[src/rtl/mips_ctrl_pkg.sv]
// Shared opcode constants, ALU operation classes and control-bundle types for the
// MIPS decode stage.
package mips_ctrl_pkg;

  localparam logic [5:0] OP_RTYPE = 6'b000000;
  localparam logic [5:0] OP_J     = 6'b000010;
  localparam logic [5:0] OP_JAL   = 6'b000011;
  localparam logic [5:0] OP_BEQ   = 6'b000100;
  localparam logic [5:0] OP_BNE   = 6'b000101;
  localparam logic [5:0] OP_ADDI  = 6'b001000;
  localparam logic [5:0] OP_SLTI  = 6'b001010;
  localparam logic [5:0] OP_ANDI  = 6'b001100;
  localparam logic [5:0] OP_ORI   = 6'b001101;
  localparam logic [5:0] OP_LUI   = 6'b001111;
  localparam logic [5:0] OP_LW    = 6'b100011;
  localparam logic [5:0] OP_SW    = 6'b101011;

  localparam logic [5:0] FUNCT_JR = 6'b001000;

  typedef enum logic [2:0] {
    ALU_ADD   = 3'b000,
    ALU_SUB   = 3'b001,
    ALU_FUNCT = 3'b010,
    ALU_SLT   = 3'b011,
    ALU_AND   = 3'b100,
    ALU_OR    = 3'b101,
    ALU_LUI   = 3'b110
  } aluop_t;

  // Controls that travel into the E stage.
  typedef struct packed {
    logic   regwrite;
    logic   memtoreg;
    logic   memwrite;
    logic   alusrc;
    logic   regdst;
    logic   branch;
    logic   bne;
    logic   jal;
    logic   zeroext;
    aluop_t aluop;
  } ectrl_t;

  // Full decode bundle: E-stage controls plus the fetch redirects consumed in D.
  typedef struct packed {
    ectrl_t e;
    logic   jump;
    logic   jr;
  } ctrl_t;

  localparam ectrl_t E_NOP = '{
    regwrite: 1'b0, memtoreg: 1'b0, memwrite: 1'b0, alusrc: 1'b0, regdst: 1'b0,
    branch: 1'b0, bne: 1'b0, jal: 1'b0, zeroext: 1'b0, aluop: ALU_ADD
  };

  localparam ctrl_t CTRL_NOP = '{e: E_NOP, jump: 1'b0, jr: 1'b0};

  // Instructions whose rt field is a source operand rather than a destination.
  function automatic logic uses_rt(input logic [5:0] op, input logic [5:0] funct);
    logic r;
    case (op)
      OP_RTYPE:              r = (funct != FUNCT_JR);
      OP_SW, OP_BEQ, OP_BNE: r = 1'b1;
      default:               r = 1'b0;
    endcase
    return r;
  endfunction

endpackage

[src/rtl/ctrl_decode.sv]
// Combinational main decoder: opcode/funct to control bundle, with an illegal flag
// in place of don't-care outputs.
module ctrl_decode
  import mips_ctrl_pkg::*;
#(
  parameter int EXT_OPS = 1
) (
  input  logic [5:0] op,
  input  logic [5:0] funct,
  output ctrl_t      ctrl,
  output logic       illegal
);

  // Opcode table; anything unlisted leaves the bundle at zero.
  always_comb begin
    ctrl    = CTRL_NOP;
    illegal = 1'b0;
    case (op)
      OP_RTYPE: begin
        if (funct == FUNCT_JR) begin
          ctrl.jr = 1'b1;
        end else begin
          ctrl.e.regwrite = 1'b1;
          ctrl.e.regdst   = 1'b1;
          ctrl.e.aluop    = ALU_FUNCT;
        end
      end
      OP_LW: begin
        ctrl.e.regwrite = 1'b1;
        ctrl.e.alusrc   = 1'b1;
        ctrl.e.memtoreg = 1'b1;
        ctrl.e.aluop    = ALU_ADD;
      end
      OP_SW: begin
        ctrl.e.alusrc   = 1'b1;
        ctrl.e.memwrite = 1'b1;
        ctrl.e.aluop    = ALU_ADD;
      end
      OP_BEQ: begin
        ctrl.e.branch = 1'b1;
        ctrl.e.aluop  = ALU_SUB;
      end
      OP_BNE: begin
        ctrl.e.branch = 1'b1;
        ctrl.e.bne    = 1'b1;
        ctrl.e.aluop  = ALU_SUB;
      end
      OP_ADDI: begin
        ctrl.e.regwrite = 1'b1;
        ctrl.e.alusrc   = 1'b1;
        ctrl.e.aluop    = ALU_ADD;
      end
      OP_SLTI: begin
        ctrl.e.regwrite = 1'b1;
        ctrl.e.alusrc   = 1'b1;
        ctrl.e.aluop    = ALU_SLT;
      end
      OP_ANDI: begin
        if (EXT_OPS != 0) begin
          ctrl.e.regwrite = 1'b1;
          ctrl.e.alusrc   = 1'b1;
          ctrl.e.zeroext  = 1'b1;
          ctrl.e.aluop    = ALU_AND;
        end else begin
          illegal = 1'b1;
        end
      end
      OP_ORI: begin
        if (EXT_OPS != 0) begin
          ctrl.e.regwrite = 1'b1;
          ctrl.e.alusrc   = 1'b1;
          ctrl.e.zeroext  = 1'b1;
          ctrl.e.aluop    = ALU_OR;
        end else begin
          illegal = 1'b1;
        end
      end
      OP_LUI: begin
        if (EXT_OPS != 0) begin
          ctrl.e.regwrite = 1'b1;
          ctrl.e.alusrc   = 1'b1;
          ctrl.e.aluop    = ALU_LUI;
        end else begin
          illegal = 1'b1;
        end
      end
      OP_J: begin
        ctrl.jump = 1'b1;
      end
      OP_JAL: begin
        ctrl.jump       = 1'b1;
        ctrl.e.jal      = 1'b1;
        ctrl.e.regwrite = 1'b1;
      end
      default: begin
        illegal = 1'b1;
      end
    endcase
  end

endmodule

[src/rtl/id_ctrl_pipe.sv]
// Decode-stage control with load-use / JR hazard detection, the ID/EX control
// register, a sticky illegal-opcode flag and a saturating stall counter.
module id_ctrl_pipe
  import mips_ctrl_pkg::*;
#(
  parameter int REGBITS = 5,
  parameter int EXT_OPS = 1,
  parameter int CNTW    = 16
) (
  input  logic               clk,
  input  logic               reset,
  input  logic [31:0]        instr_d,
  input  logic               instr_valid_d,
  input  logic               flush_e,
  input  logic               memtoreg_m,
  input  logic               regwrite_m,
  input  logic [REGBITS-1:0] writereg_m,
  output logic               stall_f,
  output logic               stall_d,
  output logic               jump_d,
  output logic               jr_d,
  output logic               valid_e,
  output logic               regwrite_e,
  output logic               memtoreg_e,
  output logic               memwrite_e,
  output logic               alusrc_e,
  output logic               regdst_e,
  output logic               branch_e,
  output logic               bne_e,
  output logic               jal_e,
  output logic               zeroext_e,
  output logic [2:0]         aluop_e,
  output logic [REGBITS-1:0] rs_e,
  output logic [REGBITS-1:0] rt_e,
  output logic [REGBITS-1:0] rd_e,
  output logic [REGBITS-1:0] writereg_e,
  output logic               illegal_d,
  output logic               illegal_err,
  output logic [CNTW-1:0]    stall_cnt
);

  localparam logic [REGBITS-1:0] REG_ZERO = {REGBITS{1'b0}};
  localparam logic [REGBITS-1:0] REG_LINK = {REGBITS{1'b1}};
  localparam logic [CNTW-1:0]    CNT_MAX  = {CNTW{1'b1}};
  localparam logic [CNTW-1:0]    CNT_ONE  = {{(CNTW-1){1'b0}}, 1'b1};

  logic [5:0]         op_s;
  logic [5:0]         funct_s;
  logic [REGBITS-1:0] instr_rs_s;
  logic [REGBITS-1:0] instr_rt_s;
  logic [REGBITS-1:0] instr_rd_s;
  logic               unused_shamt_s;
  ctrl_t              dec_ctrl_s;
  logic               dec_illegal_s;
  logic               uses_rt_s;
  logic               load_use_s;
  logic               jr_hazard_s;
  logic               stall_s;
  logic               illegal_d_s;
  logic [REGBITS-1:0] writereg_e_s;

  logic               valid_q,       valid_d;
  ectrl_t             ectrl_q,       ectrl_d;
  logic [REGBITS-1:0] rs_e_q,        rs_e_d;
  logic [REGBITS-1:0] rt_e_q,        rt_e_d;
  logic [REGBITS-1:0] rd_e_q,        rd_e_d;
  logic               illegal_err_q, illegal_err_d;
  logic [CNTW-1:0]    stall_cnt_q,   stall_cnt_d;

  assign op_s           = instr_d[31:26];
  assign funct_s        = instr_d[5:0];
  assign instr_rs_s     = REGBITS'(instr_d[25:21]);
  assign instr_rt_s     = REGBITS'(instr_d[20:16]);
  assign instr_rd_s     = REGBITS'(instr_d[15:11]);
  assign unused_shamt_s = ^instr_d[10:6];

  ctrl_decode #(
    .EXT_OPS (EXT_OPS)
  ) u_decode (
    .op      (op_s),
    .funct   (funct_s),
    .ctrl    (dec_ctrl_s),
    .illegal (dec_illegal_s)
  );

  // Hazard detection against the instruction in E and the writer in M.
  always_comb begin
    if (ectrl_q.regdst) begin
      writereg_e_s = rd_e_q;
    end else if (ectrl_q.jal) begin
      writereg_e_s = REG_LINK;
    end else begin
      writereg_e_s = rt_e_q;
    end
    uses_rt_s   = uses_rt(op_s, funct_s);
    load_use_s  = valid_q & ectrl_q.memtoreg & (rt_e_q != REG_ZERO) &
                  ((rt_e_q == instr_rs_s) | (uses_rt_s & (rt_e_q == instr_rt_s)));
    // JR reads rs in D, so it must wait out an E writer and a load still in M.
    jr_hazard_s = dec_ctrl_s.jr & (instr_rs_s != REG_ZERO) &
                  ((valid_q & ectrl_q.regwrite & (writereg_e_s == instr_rs_s)) |
                   (memtoreg_m & regwrite_m & (writereg_m == instr_rs_s)));
    stall_s     = instr_valid_d & ~flush_e & (load_use_s | jr_hazard_s);
    illegal_d_s = instr_valid_d & dec_illegal_s;
  end

  // Next-state for the ID/EX register, sticky flag and stall counter.
  always_comb begin
    if (flush_e | stall_s | ~instr_valid_d | dec_illegal_s) begin
      valid_d = 1'b0;
      ectrl_d = E_NOP;
      rs_e_d  = REG_ZERO;
      rt_e_d  = REG_ZERO;
      rd_e_d  = REG_ZERO;
    end else begin
      valid_d = 1'b1;
      ectrl_d = dec_ctrl_s.e;
      rs_e_d  = instr_rs_s;
      rt_e_d  = instr_rt_s;
      rd_e_d  = instr_rd_s;
    end
    illegal_err_d = illegal_err_q | (illegal_d_s & ~flush_e);
    if (stall_s && (stall_cnt_q != CNT_MAX)) begin
      stall_cnt_d = stall_cnt_q + CNT_ONE;
    end else begin
      stall_cnt_d = stall_cnt_q;
    end
  end

  // State registers with asynchronous active-low reset.
  always_ff @(posedge clk or negedge reset) begin
    if (!reset) begin
      valid_q       <= 1'b0;
      ectrl_q       <= E_NOP;
      rs_e_q        <= REG_ZERO;
      rt_e_q        <= REG_ZERO;
      rd_e_q        <= REG_ZERO;
      illegal_err_q <= 1'b0;
      stall_cnt_q   <= {CNTW{1'b0}};
    end else begin
      valid_q       <= valid_d;
      ectrl_q       <= ectrl_d;
      rs_e_q        <= rs_e_d;
      rt_e_q        <= rt_e_d;
      rd_e_q        <= rd_e_d;
      illegal_err_q <= illegal_err_d;
      stall_cnt_q   <= stall_cnt_d;
    end
  end

  assign stall_f     = stall_s;
  assign stall_d     = stall_s;
  assign jump_d      = dec_ctrl_s.jump & instr_valid_d & ~stall_s & ~flush_e;
  assign jr_d        = dec_ctrl_s.jr & instr_valid_d & ~stall_s & ~flush_e;
  assign illegal_d   = illegal_d_s;
  assign valid_e     = valid_q;
  assign regwrite_e  = ectrl_q.regwrite;
  assign memtoreg_e  = ectrl_q.memtoreg;
  assign memwrite_e  = ectrl_q.memwrite;
  assign alusrc_e    = ectrl_q.alusrc;
  assign regdst_e    = ectrl_q.regdst;
  assign branch_e    = ectrl_q.branch;
  assign bne_e       = ectrl_q.bne;
  assign jal_e       = ectrl_q.jal;
  assign zeroext_e   = ectrl_q.zeroext;
  assign aluop_e     = ectrl_q.aluop;
  assign rs_e        = rs_e_q;
  assign rt_e        = rt_e_q;
  assign rd_e        = rd_e_q;
  assign writereg_e  = writereg_e_s;
  assign illegal_err = illegal_err_q;
  assign stall_cnt   = stall_cnt_q;

endmodule
[config.mk]
export PLATFORM = sky130hd
export DESIGN_NAME = id_ctrl_pipe
export DESIGN_NICKNAME = d
export VERILOG_FILES = /design/src/rtl/mips_ctrl_pkg.sv /design/src/rtl/ctrl_decode.sv /design/src/rtl/id_ctrl_pipe.sv
export SDC_FILE = /design/constraint.sdc
export NUM_CORES = 1
export LEC_CHECK = 0
export ABC_CLOCK_PERIOD_IN_PS = 5300
export CAP_MARGIN = 20
export CELL_PAD_IN_SITES_DETAIL_PLACEMENT = 0
export CELL_PAD_IN_SITES_GLOBAL_PLACEMENT = 2
export CORE_MARGIN = 1.5
export CORE_UTILIZATION = 27
export DETAILED_ROUTE_END_ITERATION = 6
export PLACE_DENSITY_LB_ADDON = 0.2
export SYNTH_ARGS = -nofsm -noshare
export SYNTH_HDL_FRONTEND = slang
export SYNTH_SLANG_ARGS = --single-unit
[constraint.sdc]
create_clock -name clk -period 5.3 [get_ports clk]
set_input_delay 1.06 -clock clk [delete_from_list [all_inputs] [get_ports clk]]
set_output_delay 1.06 -clock clk [all_outputs]
set_load 0.005 [all_outputs]
==> flow_summary_export.csv <==
group,metric,value,unit
run_status,status,"finished, final reports clean",
die,initial_utilization,27.9,%
synth,synth-edff-count,0,
clocking,h-tree-depth,2,
die,core_area,8720,um2
clocking,cts_resized,0,
clocking,cts_root_buf,"clkbuf_8",
synth,yosys_warnings,0,
sta,finalSetupTns,0,ns
placement,port_buffers,92,
synth,seq_area_frac_synth,46.3,%
clocking,cts_tree,"done",
layout,layout-drive-gt1-share,8.01,%
sta,final_hold_viol_count,0,
critical_path,worst-path-max-fanout,5,
placement,gp_congestion,0.845,
sta,slew_violations,0,
layout,final_core_util,41.0,%
clocking,insertion_delay,0.30,ns
synth,yosys_register_bits,45,
sta,period_share,90.4,%
power_and_ir_drop,clkPwrFrac,32.7,%
layout,layout.nets,405,
sta,max_freq,0.209,GHz
layout,fill_cells,895,
synth,synthFlopType,"dfrtp_1",
placement,dpl-instance-area,3490,um2
synth,syn_area_per_cell,9.17,um2
power_and_ir_drop,p_sw,0.000166,W
detailed_routing,wl_per_cell,14.9,um
power_and_ir_drop,p_seq_share,53.3,%
global_routing,grt_max_degree,46,
global_routing,gr-total-overflow,0,
global_routing,grt_pass1_wl,11400,um
layout,layout_common_cells,"clkdlybuf4s50_1 (91), dfrtp_1 (45), nor2_1 (42)",
detailed_routing,dr.first_iter.drc_count,54,
hold_path,min_path_type,"register to register",
power_and_ir_drop,p_int,0.000484,W
layout,fin_cells,470,
detailed_routing,drc,0,
die,die_y,97.9,um
placement,place_inst,462,
power_and_ir_drop,combPwrFrac,13.9,%
placement,hpwlAfterDp,5350,um
sta,worst_pin_slew,1.02,ns
critical_path,required,4.24,ns
layout,stdcell_area,3570,um2
clocking,clk_pin_slew_worst_paths,0.08,ns
die,boundaryPins,98,
synth,async_flop_share,100,%
power_and_ir_drop,ir_drop,0.0760,mV
detailed_routing,routed_via_density,4.53,
flow_run,max_cap_violations,0,
detailed_routing,ant_nets,0,
layout,num_antenna_cells,0,
sta,slew_headroom,31.4,%
sta,finClkSkew,0.00707,ns
sta,rsz0062_at_grt,"no",
critical_path,critical_path_class,"primary input to primary output",
clocking,ctsHoldBuffers,0,
detailed_routing,vias,2130,
detailed_routing,drt_pass1_iterations,4,
power_and_ir_drop,powerDensity,182,nW/um2
global_routing,antenna_found_initial,0,
clocking,cts_made_buffers,5,
critical_path,cp.arrival,3.73,ns
clocking,clock_path_buffers,2,
synth,synth_cell_type_count,34,
die,rows,34,
power_and_ir_drop,leakagePower,1.52,nW
sta,layout_min_cycle_time,4.79,ns
clocking,cts.sinks,45,
global_routing,first_global_vias,2211,
die,dieArea,9580,um2
critical_path,worst_setup_path_start_kind,"primary input",
global_routing,track_usage,15.1,%
clocking,cts_setup_buffers,0,
layout,final_common_cell,"clkdlybuf4s50_1",
synth,syn_area,2430,um2
synth,synth.net_count,309,
die,die_x,97.9,um
sta,setup_violations,0,
detailed_routing,postRouteWirelength,7010,um
layout,syn2layout_area_growth,47.1,%
critical_path,endpoint_kind,"primary output",
synth,synthCells,265,
power_and_ir_drop,switching_share,25.5,%
-- cell usage after synthesis, drive strengths merged, types with 8 or more instances --
cell    number  area share, %
nand3       11            2.3
nor3        10            2.3
nor2        42            6.5
xnor2       16            5.8
nor4        12            4.9
clkbuf       8            1.2
xor2        17            6.1
nand4       11            2.8
o21ai        9            1.9
nand2       23            3.6
dfrtp       45             46
inv         16            2.5
-- power by group through the flow --
stage | clock network (W) | logic, W | registers, W
after floorplan | 0 | 0.0000334 | 0.000354
after global placement | 0 | 0.0000921 | 0.000354
final | 0.000213 | 0.0000907 | 0.000347
after detailed placement | 0 | 0.0000919 | 0.000354
after CTS | 0.000227 | 0.0000924 | 0.000347
after global routing | 0.000237 | 0.000101 | 0.000347
-- sequential cells by signal, summed over array words and instances, names as in the netlist --
register	count
jal_e	1
valid_e	1
memwrite_e	1
rd_e	5
memtoreg_e	1
bne_e	1
regdst_e	1
zeroext_e	1
regwrite_e	1
illegal_err	1
alusrc_e	1
stall_cnt	16
aluop_e	3
rs_e	5
rt_e	5
branch_e	1
-- through the flow --
stage               worst slack [ns]  hold slack, ns  total power (W)
CTS                            0.453           0.491         0.000666
floorplan                       1.45           0.468         0.000387
global route                   0.288           0.520         0.000685
finish                         0.510           0.483         0.000650
global placement               0.505           0.470         0.000446
detailed placement             0.461           0.471         0.000446
-- layout make-up --
cell class              count  area [um2]  share of cell area, %
clock buffers               5        68.8                   1.93
clock inverters             3        17.5                  0.490
inverters                  16        60.1                   1.68
multi-input cells         191        1170                   32.9
flip-flops and latches     45        1130                   31.5
well taps                 108         135                   3.78
repair buffers            102         991                   27.7
-- kinds of logic after synthesis --
logic type,count (synthesis),synth area share [%]
adder cells (fa/ha/maj),1,0.515
multiplexers,3,1.39
buffers and inverters,29,5.51
XOR/XNOR,33,11.9
flip-flops,45,46.3
AND/OR/NAND/NOR,133,29.2
AO/OA/AOI/OAI,21,5.10
-- critical path, cell delays in order --
cell and delay [ns]:
clkdlybuf4s50_1 0.53, or4_1 0.56, o21ai_0 0.24, nor4_1 0.09
a31oi_1 0.16, o211a_1 0.21, and3_1 0.20, nor2b_1 0.14
clkdlybuf4s50_1 0.53
-- path summary, 6_finish.rpt --
check                                       from                         to  slack (ns)  depth (start not counted)
hold / removal             illegal_err$_DFF_PN0_      illegal_err$_DFF_PN0_        0.48                          1
setup / recovery                     instr_d[23]                       jr_d        0.51                          9
max in group asynchronous                  reset        zeroext_e$_DFF_PN0_        4.06                          2
hold reg to reg            illegal_err$_DFF_PN0_      illegal_err$_DFF_PN0_        0.48                          1
setup reg to reg               rt_e[3]$_DFF_PN0_  stall_cnt[12]$_DFFE_PN0P_        2.48                          8
min in group asynchronous                  reset          rd_e[3]$_DFF_PN0_        0.84                          2
-- metal layers --
metal	routed length (um)	up-vias	track usage, %	share of wire [%]
li1	-	1080	-	-
met1	3280	991	19.8	47
met2	3370	50	24.9	48
met3	263	9	3.22	3.8
met4	96	0	4.62	1.4
met5	0	-	0	0
Note: power is estimated with default switching activity, not from simulation.
==> patch 1: new RTL, same flow settings <==
Set the parameter `CNTW` to 15 (it was 16).
--- a/src/rtl/id_ctrl_pipe.sv
+++ b/src/rtl/id_ctrl_pipe.sv
@@ -7,3 +7,3 @@
   parameter int EXT_OPS = 1,
-  parameter int CNTW    = 16
+  parameter int CNTW    = 15
 ) (
Ports: changed (resized stall_cnt); port bits go from 98 to 97. The function was not compared with the original's and may differ.
==> patch 1 against the unedited design <==
  * Sequential cell count down 1
  * Via count down 4.3%
  * Global-route usage down 0.13 points
  * Area after synthesis down 3.7%
  * Total power down 2.6%
  * Highest routed layer unchanged
  * Cell area down 2.2%
  * First-iteration DRC count up 9.3%
  * Routed wire length down 5.9%
  * Non-clock buffer count unchanged
  * Clock power down 4%
  * Fmax down 3.1%
  * Setup slack worse by 0.15 ns
  * Critical path type unchanged
  * Critical path depth unchanged
==> patch 1: results (changes against the unedited design) <==
[clock_tree]
clkTransAtPathRegs_ns=0.09
cts_sinks=44  ; was 45

[place]
pre_cts_ws_ns=0.355  ; was 0.461 ns
portBuffers=91  ; was 92
hpwl_um=4860  ; was 5350 µm
gp_congestion=0.792  ; was 0.845
placed_cell_area_mm2=0.00340  ; was 0.00349 mm²
place_inst=428  ; was 462

[cells_and_area]
nMultiInputCombCells=175  ; was 191
multi_input_area_share_pct=33.5  ; was 32.9%
drive_above_1_share_pct=9.37  ; was 8.01%
clkbuf_count=6  ; was 5
fillCellCount=855  ; was 895
buf_share_pct=28.6  ; was 27.7%
area_share_clock_buf_inv_pct=2.22  ; was 2.42%
nNetsFinal=375  ; was 405
largest_reg_flops=15  ; was 16
n_all_inverters=3  ; was 16

[routing]
first_iter_violations=59  ; was 54
vias_per_cell=4.67  ; was 4.53
vias=2038  ; was 2130
drt-total-wl_um=6590  ; was 7010 µm

[logic_synthesis]
synth-compound-area-share_pct=9.57  ; was 5.10%
synthXorXnorAreaFrac_pct=12.4  ; was 11.9%
syn_area_per_cell_um2=10.1  ; was 9.17 µm²
ys_async_sr_fraction_pct=100  ; unchanged
ys_types=46  ; was 34
yosysSeqAreaShare_pct=47.1  ; was 46.3%
synth_nets=275  ; was 309
synthTopCellsByCount=44 x dfrtp_1, 21 x xnor2_1, 20 x nand2_1  ; was 45 x dfrtp_1, 42 x nor2_1, 23 x nand2_1
synth_mux_area_share_pct=0.963  ; was 1.39%
synth_area_leaders=dfrtp_1 47%, xnor2_1 7.9%, xor2_1 4.5%, and2_1 4.3%, nand3_1 3.4%  ; was dfrtp_1 46%, nor2_1 6.5%, xor2_1 6.1%, xnor2_1 5.8%, nand2_1 3.6%

[worst_setup_path]
worstPathArrival_ns=3.88  ; was 3.73 ns
r2r_slack_ns=2.83  ; was 2.48 ns
r2r_cells=6  ; was 8
critPathCapture=stall_f  ; was jr_d
rr_endpoint=stall_cnt[1]$_DFFE_PN0P_  ; was stall_cnt[12]$_DFFE_PN0P_
critical_path.max_fanout=7  ; was 5
crit_start=instr_d[31]  ; was instr_d[23]

[power]
power_switching_mw=0.156  ; was 0.166 mW
ir_worst_vdd_mv=0.0908  ; was 0.0760 mV
p_leak_nw=1.42  ; was 1.52 nW

[timing]
fin_skew_ns=0.0139  ; was 0.00707 ns
tightestPinTransition_ns=0.493  ; was 1.02 ns
post-route-min-period_ns=4.94  ; was 4.79 ns
hold_slack_ns=0.500  ; was 0.483 ns

[grt]
grt_max_degree=45  ; was 46
grt_pass1_wl_um=10400  ; was 11400 µm
grt_pass1_vias=2088  ; was 2211

[run_status]
status=completed  ; unchanged

[min_path]
hp-start=illegal_err$_DFF_PN0_  ; unchanged

[die]
die_w_um=96.1  ; was 97.9 µm

[run]
drv_cap=0  ; unchanged

[patch 1: metal layers]
layer / GRT usage (%) / vias up / part of all wire, %
li1: - / 996 / -
met1: 19.3 / 971 / 45
met2: 24.5 / 66 / 46
met3: 4.11 / 5 / 7.9
met4: 4.04 / 0 / 1.1
met5: 0 / - / 0
[patch 1: power by group through the flow]
stage | logic [mW] | clock network, mW | registers (mW)
6_report | 0.0907 | 0.204 | 0.339
5_1_grt | 0.0998 | 0.225 | 0.340
4_1_cts | 0.0905 | 0.215 | 0.339
3_5_place_dp | 0.0898 | 0 | 0.346
3_3_place_gp | 0.0904 | 0 | 0.346
2_1_floorplan | 0.0342 | 0 | 0.346
[patch 1: critical path, stage by stage]
cell and delay (ns):
clkdlybuf4s50_1 0.52, nor4_1 0.48, nand2_1 0.17, nor3_1 0.27, nand3_1 0.12, o41a_4 0.42
a21oi_1 0.17, buf_4 0.16, clkdlybuf4s50_1 0.50
==> patch 2: new RTL, same flow settings <==
Made on the original files. Register the output `stall_cnt` once more, cleared by the reset; this adds one clock of latency there. The other outputs are not delayed to match.
--- a/src/rtl/id_ctrl_pipe.sv
+++ b/src/rtl/id_ctrl_pipe.sv
@@ -170,3 +170,9 @@
   assign illegal_err = illegal_err_q;
-  assign stall_cnt   = stall_cnt_q;
+  always_ff @(posedge clk or negedge reset) begin
+    if (!reset) begin
+      stall_cnt <= '0;
+    end else begin
+      stall_cnt <= stall_cnt_q;
+    end
+  end
 
Function: changed (a bounded check fails within 4 cycles, from zero or initial values and one cycle with reset low).
==> patch 2 against the unedited design <==
  * Fmax decreased by 1.3%
  * Die area increased by 16%
  * Setup slack got worse by 0.062 ns
  * Area after synthesis increased by 16%
  * Register-to-register slack got worse by 0.05 ns
  * Total power increased by 58%
  * Clock power increased by 120%
  * Count of clock-buffer cells in the layout increased by 5
  * Non-clock buffer count decreased by 1
  * Clock skew decreased by 0.00096 ns
  * Sequential power increased by 35%
  * Sequential cell count increased by 16
  * Cell area increased by 15%
  * Routed wire length increased by 4.6%
==> patch 2: results (changes against the unedited design) <==
[run_status]
status=completed  ; unchanged

[logic_synthesis]
synth-compound-area-share_pct=5.86  ; was 5.10%
synth_area_leaders=dfrtp_1 54%, xor2_1 8.1%, nor2_1 3.5%, and2_1 3.3%, nand2_1 2.8%  ; was dfrtp_1 46%, nor2_1 6.5%, xor2_1 6.1%, xnor2_1 5.8%, nand2_1 3.6%
synthTopCellsByCount=61 x dfrtp_1, 26 x nor2_1, 26 x xor2_1  ; was 45 x dfrtp_1, 42 x nor2_1, 23 x nand2_1
synth_mux_area_share_pct=0.799  ; was 1.39%
synthXorXnorAreaFrac_pct=10.9  ; was 11.9%
synthAdderAreaFrac_pct=0.444  ; was 0.515%

[clock_tree]
h-tree-depth=3  ; was 2
clock_latency_ns=0.34  ; was 0.30 ns
cts-buffers-inserted=9  ; was 5

[min_path]
hp-start=stall_cnt_q[5]$_DFFE_PN0P_  ; was illegal_err$_DFF_PN0_
min_to=stall_cnt[5]$_DFF_PN0_  ; was illegal_err$_DFF_PN0_

[cells_and_area]
nNetsFinal=406  ; was 405
buf_share_pct=23.8  ; was 27.7%
clkbuf_count=10  ; was 5
n_all_inverters=1  ; was 16
seq_cells=61  ; was 45
buffers_excl_clock=101  ; was 102
area_share_clock_buf_inv_pct=5.43  ; was 2.42%
multiInputGateArea_mm2=0.00122  ; was 0.00117 mm²
drive_above_1_share_pct=8.72  ; was 8.01%
seq_area_mm2=0.00153  ; was 0.00113 mm²
nMultiInputCombCells=188  ; was 191
fillCellCount=1019  ; was 895

[routing]
first_iter_violations=86  ; was 54
drt-total-wl_um=7330  ; was 7010 µm

[worst_setup_path]
cp_slowest_cell=clkdlybuf4s50_1  ; was or4_1
r2r_slack_ns=2.43  ; was 2.48 ns
crit_start=instr_d[31]  ; was instr_d[23]
worstPathArrival_ns=3.79  ; was 3.73 ns
r2r_cells=7  ; was 8
rr_endpoint=bne_e$_DFF_PN0_  ; was stall_cnt[12]$_DFFE_PN0P_
max_stage_delay_ns=0.61  ; was 0.56 ns
critical_path.max_fanout=17  ; was 5
critPathCapture=stall_d  ; was jr_d

[power]
p_leak_nw=1.86  ; was 1.52 nW
clock_net_power_mw=0.465  ; was 0.213 mW
powerComb_mw=0.0923  ; was 0.0907 mW
power_switching_mw=0.234  ; was 0.166 mW

[timing]
clock.fmax_mhz=206  ; was 209 MHz
slew_headroom_pct=42.1  ; was 31.4%
fin_skew_ns=0.00612  ; was 0.00707 ns

[place]
pre_cts_ws_ns=0.435  ; was 0.461 ns
gp_congestion=0.751  ; was 0.845

[grt]
grt_max_degree=62  ; was 46
grt_pass1_vias=2333  ; was 2211

==> patch 2: routing by layer <==
metal | global-route usage [%] | vias to the layer above | wire, µm
met3 | 2.99 | 10 | 332
li1 | - | 1104 | -
met4 | 6.75 | 0 | 108
met1 | 20.2 | 1061 | 3700
met5 | 0 | - | 0
met2 | 21.7 | 60 | 3190
==> patch 2: stage by stage <==
| stage | total power, mW | util, % | instances | cell area, µm² | hold slack (ns) |
|---|---|---|---|---|---|
| global placement | 0.573 | 38.1 | 487 | 3900 | 0.402 |
| detailed placement | 0.573 | 38.1 | 487 | 3900 | 0.412 |
| global route | 1.08 | 40.3 | 503 | 4130 | 0.452 |
| CTS | 1.05 | 40.3 | 503 | 4130 | 0.428 |
| floorplan | 0.511 | - | 264 | 2820 | 0.385 |
| finish | 1.03 | 40.3 | 503 | 4130 | 0.424 |
